### src/rtl/controlador_pulso.sv
// Period-counter pulse sequencer: runs N periods (or forever) and drives the low-active window f.
// Optional `CONTROLADOR_PULSO_CONTADOR_EN adds the PeriodosFeitos completed-period counter.
module controlador_pulso #(
    parameter int unsigned LARGURA          = 9,
    parameter int unsigned PERIODO_PADRAO   = 500,
    parameter int unsigned BAIXO_INI_PADRAO = 19,
    parameter int unsigned BAIXO_FIM_PADRAO = 90,
    parameter int unsigned LARGURA_CICLOS   = 8
) (
    input  logic                      Clock,
    input  logic                      Reset,
    input  logic                      Inicio,
    input  logic                      Parar,
    input  logic [LARGURA_CICLOS-1:0] NumCiclos,
    input  logic                      CfgValido,
    output logic                      CfgPronto,
    input  logic [LARGURA-1:0]        CfgPeriodo,
    input  logic [LARGURA-1:0]        CfgBaixoIni,
    input  logic [LARGURA-1:0]        CfgBaixoFim,
    output logic                      f,
    output logic                      Ocupado,
    output logic                      Fim,
`ifdef CONTROLADOR_PULSO_CONTADOR_EN
    output logic [15:0]               PeriodosFeitos,
`endif
    output logic [LARGURA-1:0]        Contagem
);

    typedef enum logic [0:0] {StOcioso, StRodando} estado_t;

    estado_t                   estado_q;
    logic [LARGURA-1:0]        contagem_q;
    logic                      f_q;
    logic                      fim_q;
    logic [LARGURA_CICLOS-1:0] restantes_q;
    logic                      continuo_q;
    logic [LARGURA-1:0]        periodo_ativo_q, ini_ativo_q, fim_ativo_q;
    logic                      pend_valido_q;
    logic [LARGURA-1:0]        pend_periodo_q, pend_ini_q, pend_fim_q;
`ifdef CONTROLADOR_PULSO_CONTADOR_EN
    logic [15:0]               periodos_q;
`endif

    logic                      transfere;
    logic                      fronteira;
    logic                      na_janela;
    logic [LARGURA-1:0]        cfg_periodo_lim;

    assign CfgPronto       = (estado_q == StOcioso) ? 1'b1 : !pend_valido_q;
    assign transfere       = CfgValido && CfgPronto;
    assign fronteira       = (contagem_q == periodo_ativo_q - LARGURA'(1));
    assign na_janela       = (ini_ativo_q < contagem_q) && (contagem_q < fim_ativo_q);
    // Periods shorter than 2 would make the boundary ambiguous.
    assign cfg_periodo_lim = (CfgPeriodo < LARGURA'(2)) ? LARGURA'(2) : CfgPeriodo;

    assign f        = f_q;
    assign Fim      = fim_q;
    assign Ocupado  = (estado_q == StRodando);
    assign Contagem = contagem_q;
`ifdef CONTROLADOR_PULSO_CONTADOR_EN
    assign PeriodosFeitos = periodos_q;
`endif

    always_ff @(posedge Clock) begin
        if (Reset) begin
            estado_q        <= StOcioso;
            contagem_q      <= '0;
            f_q             <= 1'b1;
            fim_q           <= 1'b0;
            restantes_q     <= '0;
            continuo_q      <= 1'b0;
            periodo_ativo_q <= LARGURA'(PERIODO_PADRAO);
            ini_ativo_q     <= LARGURA'(BAIXO_INI_PADRAO);
            fim_ativo_q     <= LARGURA'(BAIXO_FIM_PADRAO);
            pend_valido_q   <= 1'b0;
            pend_periodo_q  <= '0;
            pend_ini_q      <= '0;
            pend_fim_q      <= '0;
`ifdef CONTROLADOR_PULSO_CONTADOR_EN
            periodos_q      <= '0;
`endif
        end else begin
            fim_q <= 1'b0;
            unique case (estado_q)
                StOcioso: begin
                    contagem_q <= '0;
                    f_q        <= 1'b1;
                    if (transfere) begin
                        periodo_ativo_q <= cfg_periodo_lim;
                        ini_ativo_q     <= CfgBaixoIni;
                        fim_ativo_q     <= CfgBaixoFim;
                    end
                    if (Inicio && !Parar) begin
                        estado_q    <= StRodando;
                        restantes_q <= NumCiclos;
                        continuo_q  <= (NumCiclos == '0);
`ifdef CONTROLADOR_PULSO_CONTADOR_EN
                        periodos_q  <= '0;
`endif
                    end
                end
                StRodando: begin
                    if (Parar || (fronteira && !continuo_q && restantes_q == LARGURA_CICLOS'(1)))
                    begin
                        // Leaving the run: accepted config must land in the active set,
                        // since the pending slot is invisible while idle.
                        estado_q      <= StOcioso;
                        contagem_q    <= '0;
                        f_q           <= 1'b1;
                        fim_q         <= 1'b1;
                        pend_valido_q <= 1'b0;
                        if (transfere) begin
                            periodo_ativo_q <= cfg_periodo_lim;
                            ini_ativo_q     <= CfgBaixoIni;
                            fim_ativo_q     <= CfgBaixoFim;
                        end else if (pend_valido_q) begin
                            periodo_ativo_q <= pend_periodo_q;
                            ini_ativo_q     <= pend_ini_q;
                            fim_ativo_q     <= pend_fim_q;
                        end
`ifdef CONTROLADOR_PULSO_CONTADOR_EN
                        if (!Parar && periodos_q != 16'hFFFF) periodos_q <= periodos_q + 16'd1;
`endif
                    end else begin
                        f_q <= !na_janela;
                        if (fronteira) begin
                            contagem_q <= '0;
                            if (!continuo_q) restantes_q <= restantes_q - LARGURA_CICLOS'(1);
                            if (pend_valido_q) begin
                                periodo_ativo_q <= pend_periodo_q;
                                ini_ativo_q     <= pend_ini_q;
                                fim_ativo_q     <= pend_fim_q;
                                pend_valido_q   <= 1'b0;
                            end
`ifdef CONTROLADOR_PULSO_CONTADOR_EN
                            if (periodos_q != 16'hFFFF) periodos_q <= periodos_q + 16'd1;
`endif
                        end else begin
                            contagem_q <= contagem_q + LARGURA'(1);
                        end
                        if (transfere) begin
                            pend_valido_q  <= 1'b1;
                            pend_periodo_q <= cfg_periodo_lim;
                            pend_ini_q     <= CfgBaixoIni;
                            pend_fim_q     <= CfgBaixoFim;
                        end
                    end
                end
                default: estado_q <= StOcioso;
            endcase
        end
    end

endmodule

### config.mk
export PLATFORM = sky130hd
export DESIGN_NAME = controlador_pulso
export DESIGN_NICKNAME = d
export VERILOG_FILES = /design/src/rtl/controlador_pulso.sv
export SDC_FILE = /design/constraint.sdc
export NUM_CORES = 1
export LEC_CHECK = 0
export ABC_AREA = 1
export BUFFER_PORTS_ARGS = -buffer_cell sky130_fd_sc_hd__buf_2
export CORE_MARGIN = 1.5
export CORE_UTILIZATION = 59
export CTS_CLUSTER_SIZE = 30
export DETAILED_ROUTE_END_ITERATION = 12
export PLACE_DENSITY = 0.8
export SYNTH_ARGS = -nofsm -noshare
export SYNTH_HDL_FRONTEND = slang
export SYNTH_SLANG_ARGS = --single-unit
### constraint.sdc
create_clock -name Clock -period 2.9 [get_ports Clock]
set_input_delay 0.58 -clock Clock [delete_from_list [all_inputs] [get_ports Clock]]
set_output_delay 0.58 -clock Clock [all_outputs]
set_load 0.1 [all_outputs]
; After elaboration in Yosys (flattened, before gate mapping)
; Index checks and enable logic that the tools add are counted.
[totals]
regBits = 76
ramBits = 0
memories = 0
word_cells = 84
rom_bits = 0
latchBits = 0
input_bits = 40
[op_classes]
mux = 37
n_bitwise = 2
order_cmp = 3
add_sub_neg = 3
n_shift = 0
n_mul = 0
n_div = 0
n_reduce_logical = 18
n_eq_ne = 8
[ops]
columns = op, n
row1 = two-way mux 9 bit, 18
row2 = case mux 9 bit (2 select lines), 4
row3 = two-way mux 8 bit, 4
row4 = less-than comparator 9 bit, 2
row5 = case mux 8 bit (2 select lines), 1
row6 = "adder 9 x 1 -> 9 bit, second input constant", 1
row7 = equality test 9 bit, 1
row8 = "less-than comparator 9 x 2 -> 1 bit, second input constant", 1
row9 = "subtractor 9 x 1 -> 9 bit, second input constant", 1
row10 = "equality test 8 x 1 -> 1 bit, second input constant", 1
row11 = zero test 8 bit, 1
row12 = two-way mux 1 bit, 8
row13 = "subtractor 8 x 1 -> 8 bit, second input constant", 1
row14 = "!= test 2 bit, second input constant", 3
row15 = AND reduction 2 bit, 3
row16 = logical AND 1 bit, 5
row17 = zero test 1 bit, 4
row18 = "!= test 2 x 1 -> 1 bit, second input constant", 2
row19 = case mux 1 bit (2 select lines), 2
row20 = AND reduction 4 bit, 1
row21 = "!= test 3 x 1 -> 1 bit, second input constant", 1
row22 = AND reduction 3 bit, 1
row23 = nonzero test 3 bit, 1
row24 = NOT 1 bit, 2
row25 = 2 further kinds, 2

; Depth between registers and ports, before layout
; Gate-level depths: netlist of the first run.
[logic_depth]
word_depth = 7
ltp_mapped = 18
depth_no_buf = 17

; Worst setup path after synthesis of the first run
; Ideal clock, no wire load.
[synth_timing]
path_kind = flip-flop to flip-flop
from = register estado_q, in the netlist Ocupado
to = register ini_ativo_q[0]
path_buffers = 2
slack_ps = -181
stages_incl_launch_ff = 10
arrival_ps = 2947
required_ps = 2766
cell_sequence = dfxtp_1 > nand2_1 > nand2_1 > nand2_1 > nand2_2 > buf_6 > buf_6 > nand2_1 > nand3_1 > nand3_1
[synth_between]
elab_chain_cells = 5
word_cells_on_any_way = 9
[synth_lines]
columns = item, line
row1 = from (decl), 31  ; estado_t estado_q;
row2 = from (signal assigned), 66  ; estado_q <= StOcioso;
row3 = from (signal assigned), 94  ; estado_q <= StRodando;
row4 = from (signal assigned), 107  ; estado_q <= StOcioso;
row5 = two-way mux 1 bit (*), 49  ; assign CfgPronto = (estado_q == StOcioso) ? 1'b1 : !pend_valido_q;
row6 = via CfgPronto, 16  ; output logic CfgPronto,
row7 = logical AND 1 bit (*), 50  ; assign transfere = CfgValido && CfgPronto;
row8 = two-way mux 9 bit, 112  ; if (transfere) begin
row9 = two-way mux 9 bit, 103  ; if (Parar || (fronteira && !continuo_q && restantes_q == LARGURA_CICLOS'(1)))
row10 = case mux 9 bit (2 select lines), 84  ; unique case (estado_q)
row11 = to (signal assigned), 90  ; ini_ativo_q <= CfgBaixoIni;
row12 = to (signal assigned), 114  ; ini_ativo_q <= CfgBaixoIni;
row13 = to (signal assigned), 118  ; ini_ativo_q <= pend_ini_q;
row14 = to (decl), 37  ; logic [LARGURA-1:0] periodo_ativo_q, ini_ativo_q, fim_ativo_q;
; The timed path passes the listed nets; every way through them passes the cells marked *.
; A chain may end at the register's enable or synchronous reset.

; Worst setup path in the final report of the first run
[layout_timing]
from = register periodo_ativo_q[0]
to = register ini_ativo_q[5]
[layout_between]
elab_chain_cells = 7
word_cells_on_any_way = 9
[layout_lines]
columns = item, line
row1 = from (decl), 37
row2 = from (signal assigned), 72  ; periodo_ativo_q <= LARGURA'(PERIODO_PADRAO);
row3 = from (signal assigned), 89  ; periodo_ativo_q <= cfg_periodo_lim;
row4 = from (signal assigned), 113  ; periodo_ativo_q <= cfg_periodo_lim;
row5 = subtractor 9 x 1 -> 9 bit (*), 51  ; assign fronteira = (contagem_q == periodo_ativo_q - LARGURA'(1));
row6 = equality test 9 bit (*), 51
row7 = logical AND 1 bit (2 in a row), 103
row8 = logical OR 1 bit, 103
row9 = two-way mux 9 bit / != test 3 x 1 -> 1 bit (equally long branches), -
row10 = case mux 9 bit (2 select lines) / AND reduction 2 bit (equally long branches), -
; Mark *: on every way between the ends. The rest lies on a longest branch, timed or not.

==> results of run 1 <==
-- final cells by class --
| cell class | count | area (um^2) | area share |
|---|---|---|---|
| Tap cell | 102 | 128 | 0.0244 |
| Clock buffer | 9 | 124 | 0.0237 |
| Multi-Input combinational cell | 536 | 2640 | 0.506 |
| Timing Repair Buffer | 63 | 355 | 0.0680 |
| Clock inverter | 6 | 138 | 0.0263 |
| Inverter | 84 | 315 | 0.0603 |
| Sequential cell | 76 | 1520 | 0.291 |
-- cell usage in the layout, fill, tap and decap left out, types with 7 or more instances in the layout --
| cell type | n |
|---|---|
| nand4_1 | 9 |
| inv_1 | 75 |
| inv_2 | 7 |
| ha_1 | 20 |
| buf_4 | 10 |
| nor2_1 | 155 |
| dfxtp_1 | 76 |
| a21oi_1 | 24 |
| nand2_1 | 136 |
| nand3_1 | 84 |
| o21ai_0 | 51 |
| buf_2 | 52 |
| clkbuf_8 | 9 |
-- critical path: stages, from the launching register on --
cell,delay [ns]
dfxtp_1,0.35
inv_2,0.08
ha_1,0.32
inv_1,0.05
nand2_1,0.05
nand2_1,0.04
nor2_1,0.12
nand2_1,0.06
nor2_1,0.11
nand3_2,0.09
nor2_4,0.10
nand4_2,0.14
nand3_4,0.24
nand2_2,0.23
buf_12,0.23
nand2_1,0.07
nand2_1,0.05
nor2_1,0.12
nor2_1,0.05
-- flip-flops by register name (all words and copies together) (netlist names) --
| name | count |
|---|---|
| Contagem | 9 |
| fim_ativo_q | 9 |
| ini_ativo_q | 9 |
| pend_fim_q | 9 |
| pend_ini_q | 9 |
| pend_periodo_q | 9 |
| periodo_ativo_q | 9 |
| restantes_q | 8 |
| Fim | 1 |
| Ocupado | 1 |
| continuo_q | 1 |
| f | 1 |
| pend_valido_q | 1 |
-- layer usage --
layer	track usage	share of wire
met1	0.417	0.43
met2	0.528	0.47
met3	0.0528	0.081
met4	0.116	0.017
met5	0	0
-- final timing paths --
| check | end | cells past startpoint |
|---|---|---|
| hold / removal | pend_ini_q[8] | 3 |
| setup / recovery | ini_ativo_q[5] | 18 |
| hold reg to reg | pend_ini_q[3] | 2 |
| setup reg to reg | ini_ativo_q[5] | 18 |
-- metrics by stage --
| stage | hold slack, ns | instances | total power [mW] |
|---|---|---|---|
| 2_1_floorplan | 0.463 | 725 | 1.50 |
| 3_3_place_gp | 0.481 | 861 | 1.62 |
| 3_5_place_dp | 0.483 | 861 | 1.63 |
| 4_1_cts | 0.441 | 876 | 2.71 |
| 5_1_grt | 0.462 | 876 | 2.83 |
| 6_report | 0.450 | 876 | 2.71 |
-- synth_stat cells (all sizes together), types with 2 or more instances --
cell,n
mux2i,6
o31ai,3
nand3,86
nor2,163
nand3b,2
nand4,10
nor3b,2
inv,82
o21ai,55
xnor2,2
a211oi,3
clkbuf,16
dfxtp,76
clkinv,2
a31oi,2
ha,20
nand2,141
xor2,5
nor4,6
a21oi,24
buf,13
nor3,4
-- power groups by stage --
stage                     Combinational (mW)  Clock, mW  Sequential (mW)
after floorplan                        0.340          0             1.16
after global placement                 0.450          0             1.17
after detailed placement               0.464          0             1.17
after CTS                              0.469       1.09             1.15
after global routing                   0.539       1.14             1.15
final                                  0.475       1.08             1.15
-- logic make-up after synthesis --
family | synth area share
mux | 0.0130
buf+inv | 0.101
compound gates | 0.102
flops | 0.329
simple gates | 0.389
xor+xnor | 0.0132
fa+ha+maj | 0.0541
==> reports/metrics.cfg, run 1 <==
[placement]
gp_congestion=0.971
hpwlAfterDp_um=8640
port_buffers=52
placed_cell_area_mm2=0.00496
pre_cts_slack_ns=0.320

[finish]
fin_area_mm2=0.00523
n_antenna_cell=0
nNetsFinal=830
fillCellCount=677
final_util=0.683
drive_gt1_frac=0.130
syn2layout_area_growth_pct=12.9

[outcome]
status=complete, no violations

[yosys]
synth-main-ff-cell=dfxtp_1
synth_area_leader_cell=dfxtp_1
synth_enable_flop_cells=0
synth_area_leaders=dfxtp_1 (33%), nor2_1 (13%), nand2_1 (11%)
synth_top_area_share=0.329
ys_ff_latch=76
synth_cell_types=35
async_reset_ff_frac=0
yosysSeqAreaShare=0.329
synth_nets=785
ys_warn_count=0
syn_avg_cell_area_um2=6.39
syn_area_mm2=0.00463
syn_inst=725

[sta]
slew_violations=0
max_freq_ghz=0.382
rsz0062_at_grt=no
finalCritPeriodShare=0.902
max_slew.worst_pin.slew_ns=0.591
maxSlewHeadroom=0.604
skew_ns=0.0100
fin_tns_setup_ns=0
period_needed_ns=2.62
hold_violations=0
final-setup-viol-count=0
fin_ws_ns=0.284

[power_and_ir_drop]
cellPowerDensity_mw_per_mm2=518
p_switching_mw=0.781
p_sw_frac=0.289
ir_drop_uv=331
comb_power_share=0.175
power_frac_clock=0.400
seqPwrFrac=0.425
internal_power_mw=1.93
cellLeakagePower_nw=2.55

[clocking]
clockBufferDepth=2
numCtsBuffers=9
htreeDepth=3
path_clk_slew_ns=0.08
cts_tree=built
holdBufCountCts=0
cts_setup_buffers=0
clk_latency_ns=0.36
clock-sinks=76
clock-root-buffer=clkbuf_8
post_cts_resized=0

[critical_path]
start_kind=flip-flop
cp.arrival_ns=2.87
crit_path_start=periodo_ativo_q[0]
worstPathMaxFanout=29
timing.rr.start=periodo_ativo_q[0]
crit_type=flip-flop to flip-flop
end_kind=flip-flop
reg2reg_slack_ns=0.28
required_ns=3.16

[floorplan]
die_x_um=91.6
ioPinCount=53
fp-row-count=32
coreArea_mm2=0.00765
dieArea_mm2=0.00839
start_util=0.605
fp.dieH_um=91.6

[routing]
vias=4892
drtPass1Iterations=5
avgRoutedWirePerCell_um=14.5
drc_errors=0
via_per_inst=5.58
antenna_left=0
drt-initial-drc-count=411
drt_wl_total_um=12700

[global_route]
antenna_found_initial=0
grt-ovfl-total=0
grt_max_degree=55
first_global_vias=4576
grt_pass1_wl_um=21500
grtUsageTotal=0.319

[min_path]
holdCritStartpoint=CfgBaixoIni[8]
hp-class=primary input to flip-flop

[run]
maxCapViolations=0

Power figures use the tool's default switching activity.
==> inputs of run 2 (changes only) <==
--- a/config.mk
+++ b/config.mk
@@ -7,11 +7,9 @@
 export LEC_CHECK = 0
 export ABC_AREA = 1
 export BUFFER_PORTS_ARGS = -buffer_cell sky130_fd_sc_hd__buf_2
-export CORE_MARGIN = 1.5
-export CORE_UTILIZATION = 59
+export CORE_UTILIZATION = 40
 export CTS_CLUSTER_SIZE = 30
 export DETAILED_ROUTE_END_ITERATION = 12
-export PLACE_DENSITY = 0.8
 export SYNTH_ARGS = -nofsm -noshare
 export SYNTH_HDL_FRONTEND = slang
 export SYNTH_SLANG_ARGS = --single-unit
==> run 2 against run 1 <==
Sequential share of layout area shrank 0.69 points. Core utilization shrank 20 points. Register-to-register slack gained 0.098 ns. Total power is essentially flat. Sequential cell count is the same. Maximum frequency grew 3.9%. Routed wire length grew 4.3%. Global-route usage shrank 7.7 points. Via count shrank 2.8%. Sequential power is essentially flat.
==> reports/metrics.cfg, run 2 (synthesis results as in run 1) <==
[clocking]
clockBufferDepth=2
path_clk_slew_ns=0.06
cts_tree=built
clk_latency_ns=0.35
clock-sinks=76
cts_setup_buffers=0
numCtsBuffers=9
post_cts_resized=0
holdBufCountCts=0
clock-root-buffer=clkbuf_16
htreeDepth=3

[floorplan]
fp-row-count=38
start_util=0.418
ioPinCount=53
dieArea_mm2=0.0120
coreArea_mm2=0.0111
die_x_um=110
fp.dieH_um=110

[routing]
drt-initial-drc-count=319
drc_errors=0
vias=4753
via_per_inst=5.17
drtPass1Iterations=7
drt_wl_total_um=13200
avgRoutedWirePerCell_um=14.4
antenna_left=0

[global_route]
grtUsageTotal=0.242
grt-ovfl-total=0
antenna_found_initial=0
grt_pass1_wl_um=21800
first_global_vias=4381
grt_max_degree=55

[placement]
hpwlAfterDp_um=9540
pre_cts_slack_ns=0.285
gp_congestion=0.864
placed_cell_area_mm2=0.00504
port_buffers=52
place_inst=901

[sta]
rsz0062_at_grt=no
finalCritPeriodShare=0.868
maxSlewHeadroom=0.620
hold_violations=0
fin_tns_setup_ns=0
fin_ws_ns=0.382
period_needed_ns=2.52
slew_violations=0
max_freq_ghz=0.397
final-setup-viol-count=0
skew_ns=0.00800
fin_hold_ws_ns=0.471
max_slew.worst_pin.slew_ns=0.569

[finish]
layout_common_cells=nor2_1 (155), nand2_1 (136), nand3_1 (84)
n_antenna_cell=0
fin_area_mm2=0.00535
drive_gt1_frac=0.135
syn2layout_area_growth_pct=15.6
fillCellCount=1185
nNetsFinal=835
fin_cells=919
final_util=0.483
final_common_cell=nor2_1

[critical_path]
end_kind=flip-flop
worstPathMaxFanout=27
worst_path_max_delay_cell=dfxtp_1
cp.arrival_ns=2.76
critPathMostFrequentCell=nand2_1
cp_cell_sequence=inv_2, ha_1, inv_1, nand2_1, nand2_1, nor2_1, nand2_1, nor2_1, nand3_2, nor2_4, nand4_2, nand2_1, nor2_2, nor2_8, nand2_1, nor2_1, nor2_1
slowest_delay_ns=0.34
required_ns=3.14
crit_type=flip-flop to flip-flop
start_kind=flip-flop
reg2reg_slack_ns=0.38

[power_and_ir_drop]
cellPowerDensity_mw_per_mm2=506
p_total_mw=2.71
ir_drop_uv=427
cellLeakagePower_nw=2.59

[outcome]
status=complete, no violations

[run]
maxCapViolations=0

[min_path]
hp-class=primary input to flip-flop

==> run 2: cell count changes in the layout (fill, tap and decap cells not counted) <==
cell | previous run | this run
clkbuf_16 | 0 | 9
clkbuf_8 | 9 | 2
bufinv_16 | 4 | 0
buf_4 | 10 | 13
buf_12 | 1 | 3
clkinv_4 | 2 | 0
clkbuf_1 | 0 | 1
clkinv_2 | 0 | 1
clkinvlp_4 | 0 | 1
inv_6 | 0 | 1
==> run 2: where the power goes <==
group	internal (mW)	switching [mW]
clock	0.623	0.452
sequential	1.10	0.0510
combinational	0.176	0.304
total	1.90	0.807
==> run 2: path summary, 6_finish.rpt <==
check                startpoint            endpoint  depth (start not counted)
max          periodo_ativo_q[0]  periodo_ativo_q[0]                         17
min              CfgBaixoFim[2]       pend_fim_q[2]                          3
max reg2reg  periodo_ativo_q[0]  periodo_ativo_q[0]                         17
min reg2reg         Contagem[0]         Contagem[0]                          1
==> run 2: cell type report <==
| cell class | instances | area, um^2 | share of cell area |
|---|---|---|---|
| flip-flops and latches | 76 | 1520 | 0.284 |
| clock inverters | 3 | 21.3 | 0.00397 |
| well taps | 140 | 175 | 0.0327 |
| repair buffers | 68 | 418 | 0.0781 |
| clock buffers | 12 | 256 | 0.0479 |
| multi-input cells | 536 | 2640 | 0.494 |
| inverters | 84 | 315 | 0.0589 |
==> run 2: critical path, delay by kind of cell, from the launching register on <==
family                   cells  cell delay, ns
adder cells (fa/ha/maj)      1            0.34
buffers and inverters        2            0.13
flip-flops                   1            0.34
AND/OR/NAND/NOR             14            1.57
==> run 2: layer usage <==
layer  track usage  wire (um)  up-vias
met5             0          0        -
li1              -          -     2437
met3        0.0605        813       19
met4        0.0771        197        0
met1         0.322       6260     2154
met2         0.382       5970      143
